--- src/rtl/img_pingpong_buffer.sv ---
// Double-buffered image capture: one bank fills from a valid/ready beat stream
// while the other presents a complete frame to the classifier until consumed.
module img_pingpong_buffer #(
    parameter  int IMG_WIDTH   = 30,
    parameter  int IMG_HEIGHT  = 30,
    parameter  int DATA_W      = 8,
    parameter  int BIT_REVERSE = 0,
    localparam int BEATS       = (IMG_WIDTH * IMG_HEIGHT + DATA_W - 1) / DATA_W,
    localparam int TOTAL_BITS  = BEATS * DATA_W,
    localparam int CNT_W       = $clog2(BEATS + 1)
) (
    input  logic                  clk,
    input  logic                  rst_n,
    input  logic                  clear,
    input  logic [DATA_W-1:0]     s_data,
    input  logic                  s_valid,
    output logic                  s_ready,
    output logic                  frame_valid,
    output logic [TOTAL_BITS-1:0] img_out,
    input  logic                  frame_consume,
    output logic [CNT_W-1:0]      fill_count,
    output logic                  frame_pending
);

    typedef enum logic {
        ST_FILL = 1'b0,
        ST_HOLD = 1'b1
    } state_t;

    localparam logic [CNT_W-1:0] LAST_IDX = CNT_W'(BEATS - 1);

    state_t             state_reg, state_next;
    logic [CNT_W-1:0]   fill_count_reg, fill_count_next;
    logic               frame_valid_reg, frame_valid_next;
    logic               rd_sel_reg, rd_sel_next;

    logic               accept;
    logic               last_beat;
    logic               consume_ok;
    logic               swap;
    logic [DATA_W-1:0]  wdata;

    // Handshake outputs depend only on state and reset, never on the inputs.
    assign s_ready       = rst_n && (state_reg == ST_FILL);
    assign frame_pending = rst_n && (state_reg == ST_HOLD);
    assign fill_count    = fill_count_reg;
    assign frame_valid   = frame_valid_reg;

    assign accept     = s_ready && s_valid && !clear;
    assign last_beat  = accept && (fill_count_reg == LAST_IDX);
    assign consume_ok = frame_consume && frame_valid_reg;
    // A pending frame discarded by clear must never be swapped in.
    assign swap = (last_beat && (!frame_valid_reg || consume_ok)) ||
                  ((state_reg == ST_HOLD) && consume_ok && !clear);

    generate
        for (genvar gi = 0; gi < DATA_W; gi++) begin : g_bit
            if (BIT_REVERSE != 0) begin : g_rev
                assign wdata[gi] = s_data[DATA_W-1-gi];
            end else begin : g_fwd
                assign wdata[gi] = s_data[gi];
            end
        end
    endgenerate

    always_comb begin
        state_next       = state_reg;
        fill_count_next  = fill_count_reg;
        frame_valid_next = frame_valid_reg;
        rd_sel_next      = rd_sel_reg;

        if (swap) begin
            state_next       = ST_FILL;
            fill_count_next  = '0;
            frame_valid_next = 1'b1;
            rd_sel_next      = !rd_sel_reg;
        end else begin
            if (consume_ok) begin
                frame_valid_next = 1'b0;
            end
            if (clear) begin
                state_next      = ST_FILL;
                fill_count_next = '0;
            end else if (accept) begin
                fill_count_next = fill_count_reg + CNT_W'(1);
                if (last_beat) begin
                    state_next = ST_HOLD;
                end
            end
        end
    end

    always_ff @(posedge clk) begin
        if (!rst_n) begin
            state_reg       <= ST_FILL;
            fill_count_reg  <= '0;
            frame_valid_reg <= 1'b0;
            rd_sel_reg      <= 1'b0;
        end else begin
            state_reg       <= state_next;
            fill_count_reg  <= fill_count_next;
            frame_valid_reg <= frame_valid_next;
            rd_sel_reg      <= rd_sel_next;
        end
    end

    // One register pair per beat slot; bank 0 is read when rd_sel is 0.
    generate
        for (genvar gi = 0; gi < BEATS; gi++) begin : g_beat
            logic [DATA_W-1:0] b0_reg;
            logic [DATA_W-1:0] b1_reg;
            logic              wr_hit;

            assign wr_hit = accept && (fill_count_reg == CNT_W'(gi));

            always_ff @(posedge clk) begin
                if (!rst_n) begin
                    b0_reg <= '0;
                    b1_reg <= '0;
                end else if (wr_hit) begin
                    if (rd_sel_reg) begin
                        b0_reg <= wdata;
                    end else begin
                        b1_reg <= wdata;
                    end
                end
            end

            assign img_out[gi*DATA_W +: DATA_W] = rd_sel_reg ? b1_reg : b0_reg;
        end
    endgenerate

    always_ff @(posedge clk) begin
        if (rst_n) begin
            assert (32'(fill_count_reg) <= 32'(BEATS));
            assert (!(accept && (state_reg == ST_HOLD)));
        end
    end

endmodule

--- config.mk ---
export PLATFORM = sky130hd
export DESIGN_NAME = img_pingpong_buffer
export DESIGN_NICKNAME = d
export VERILOG_FILES = /design/src/rtl/img_pingpong_buffer.sv
export SDC_FILE = /design/constraint.sdc
export NUM_CORES = 2
export LEC_CHECK = 0
export ABC_AREA = 1
export CAP_MARGIN = 20
export CORE_MARGIN = 10
export CORE_UTILIZATION = 61
export DETAILED_ROUTE_END_ITERATION = 8
export PLACE_DENSITY = 0.86
export SLEW_MARGIN = 15
export SYNTH_ARGS = -nofsm -noshare
export SYNTH_HDL_FRONTEND = slang
export SYNTH_SLANG_ARGS = --single-unit
--- constraint.sdc ---
create_clock -name clk -period 4.76 [get_ports clk]
set_input_delay 0.952 -clock clk [delete_from_list [all_inputs] [get_ports clk]]
set_output_delay 0.952 -clock clk [all_outputs]
set_load 0.03 [all_outputs]
==> reports/qor.txt <==
Area of the multi-input gates -> 39700 µm²
Initial Util -> 0.614
Unique masters post-synth -> 23
Clock Sinks -> 1818
Die width -> 386 µm
CP delay by family, top -> buffers and inverters
Cell Area, Synth -> 81800 µm²
Worst path required time -> 3810 ps
Final nets -> 12000
HPWL after detailed placement -> 188000 µm
Total Power -> 31.4 mW
Num CTS Buffers -> 182
# hold bufs at CTS -> 0
CTS tree -> done
Register area share after synthesis -> 0.445
Least-Margin Pin Slew -> 1390 ps
Largest net degree at the start of global routing -> 283
Most frequent CP cell -> nand2_1
Initial antenna violation count -> 5
Status -> finished clean
Number of iterations in the first detailed-routing pass -> 7
Die footprint -> 149000 µm²
CP bufs+invs -> 4
Hold Vio Cnt, Final -> 0
Postcts setup bufs -> 0
Setup TNS -> 0 ps
Synth warnings -> 0
Worst hold path depth -> 2
Met3 Use GR -> 0.0980
Grt ovf -> 0
Vias -> 88000
Crit path depth -> 6
Mean Syn Cell Area -> 6.89 µm²
I/O Pins -> 927
Post-route clock period utilization -> 0.982
Core area -> 133000 µm²
Fillers -> 10100
Register-to-Register Path Depth -> 5
Most common cell after layout, fill and taps aside -> nand2_1
Area Overhead vs Synth -> 18.5%
CP Cell Sequence -> clkinv_8 > buf_12 > buf_4 > nand2_1 > nand2_1 > clkdlybuf4s50_1
Vias/cell -> 6.31
Longest Clk Path Bufs -> 3
Fraction of layout cells with a size suffix above 1 -> 0.0527
Crit path max fanout -> 96
Crit path max-delay cell type -> dfxtp_4
Max Freq -> 214 MHz
Wirelength per Cell -> 22.0 µm
Clock Skews -> 25.8 ps
Final setup fails -> 0
Min Clock Period, post-route -> 4670 ps
Number of remaining DRC errors -> 0
Height of the chip -> 386 µm
Root Buffer -> clkbuf_16
FF+latch count, synth -> 1818
Worst hold-check path type -> reg -> reg
M2 GR Usage -> 0.569
Syn_nets -> 11900
Total Routing Usage GR -> 0.384
Crit path largest cell delay -> 680 ps
FF/Latch Area -> 36400 µm²
Number of global-route vias before repair -> 78900
Gp weighted congestion -> 0.918
Power Density -> 324 nW/µm²
Hold_ws -> 460 ps
Initial DRC count -> 12800
Leak pwr -> 35.2 nW
Clock latency on the worst-skew pair -> 830 ps
Startpoint Class -> register
Final wirelength -> 307000 µm
CTS resizes -> 0
Max-Cap Viols -> 0
Arr. time, crit path -> 3720 ps
Post-route ant nets -> 0
Slew margin rel. -> 0.0715
H-Tree Depth -> 4
Antenna cells -> 0
Peak supply drop -> 0.000338 V
Clock slew at reported path FFs -> 60 ps
Commonest cells after routing, fill and taps aside -> 4376 x nand2_1, 1817 x dfxtp_1, 1618 x nand4_1
Row count -> 134
IO buf count -> 926
RSZ-0062 raised after global routing -> no
Crit path kind -> reg -> out
Slew Limit Fails -> 0
Post-Synthesis Cells -> 11900
GR peak layer -> met2
Grt met1 use -> 0.478
Critical path endpoint category -> primary output
First-pass GRT wire length -> 458000 µm
stage by stage:
stage / area (µm²) / setup slack, ps / cells / utilization
after floorplan: 81800 / 1890 / 11900 / -
after global placement: 90500 / 998 / 13600 / 0.679
after detailed placement: 90500 / 991 / 13600 / 0.679
after CTS: 96900 / 90.8 / 13900 / 0.727
after global routing: 96900 / 15.4 / 13900 / 0.727
final: 96900 / 85.0 / 13900 / 0.727
layout make-up:
| class | instances | share of cell area |
|---|---|---|
| Sequential cell | 1818 | 0.376 |
| Tap cell | 1768 | 0.0228 |
| Clock inverter | 56 | 0.00754 |
| Inverter | 226 | 0.00896 |
| Clock buffer | 280 | 0.0577 |
| Multi-Input combinational cell | 8688 | 0.409 |
| Timing Repair Buffer | 1106 | 0.118 |
cells by family (layout without fill, tap and decap cells):
family	Yosys count	in the layout	synth area share
and+or+nand+nor	7002	7002	0.381
DFF	1818	1818	0.445
AOI/OAI and AO/OA	1680	1680	0.103
buffers and inverters	1358	1668	0.0699
adders and majority gates	4	4	0.000612
xor gates and xnor gates	2	2	0.000214
power breakdown:
part	internal [mW]	switching (mW)	leakage (nW)	total (mW)
registers	15.2	0.00237	14.6	15.2
clock network	8.90	6.27	3.13	15.2
logic	0.118	0.866	17.4	0.984
total	24.2	7.14	35.2	31.4
path summary, 6_finish.rpt:
check | start | end | slack [ps]
hold reg to reg | g_beat[78].b0_reg[2] | g_beat[78].b0_reg[2] | 460
setup / recovery | rd_sel_reg | img_out[732] | 90
hold / removal | g_beat[78].b0_reg[2] | g_beat[78].b0_reg[2] | 460
setup reg to reg | fill_count[2] | g_beat[37].b0_reg[5] | 1260
tightest hold or removal path, cell delays in order (launching register included):
cell and delay, ps:
dfxtp_1 310, nand2_1 60, a21oi_1 50
cell usage after synthesis (all sizes together):
library cell / count / area [µm²]
a21oi: 1495 / 7480
buf: 367 / 1990
clkbuf: 765 / 2870
clkinv: 6 / 22.5
dfxtp: 1818 / 36400
ha: 4 / 50.1
inv: 220 / 826
nand2: 4377 / 16400
nand3: 236 / 1400
nand4: 1618 / 10100
nor2: 771 / 3240
o21ai: 185 / 926
xor2: 2 / 17.5
routing by layer:
layer,vias up,wire [µm]
met4,10,27000
met1,41000,110000
met5,-,70
li1,40200,-
met3,1192,38800
met2,5646,132000
No activity file was read; power rests on OpenSTA's default activity.
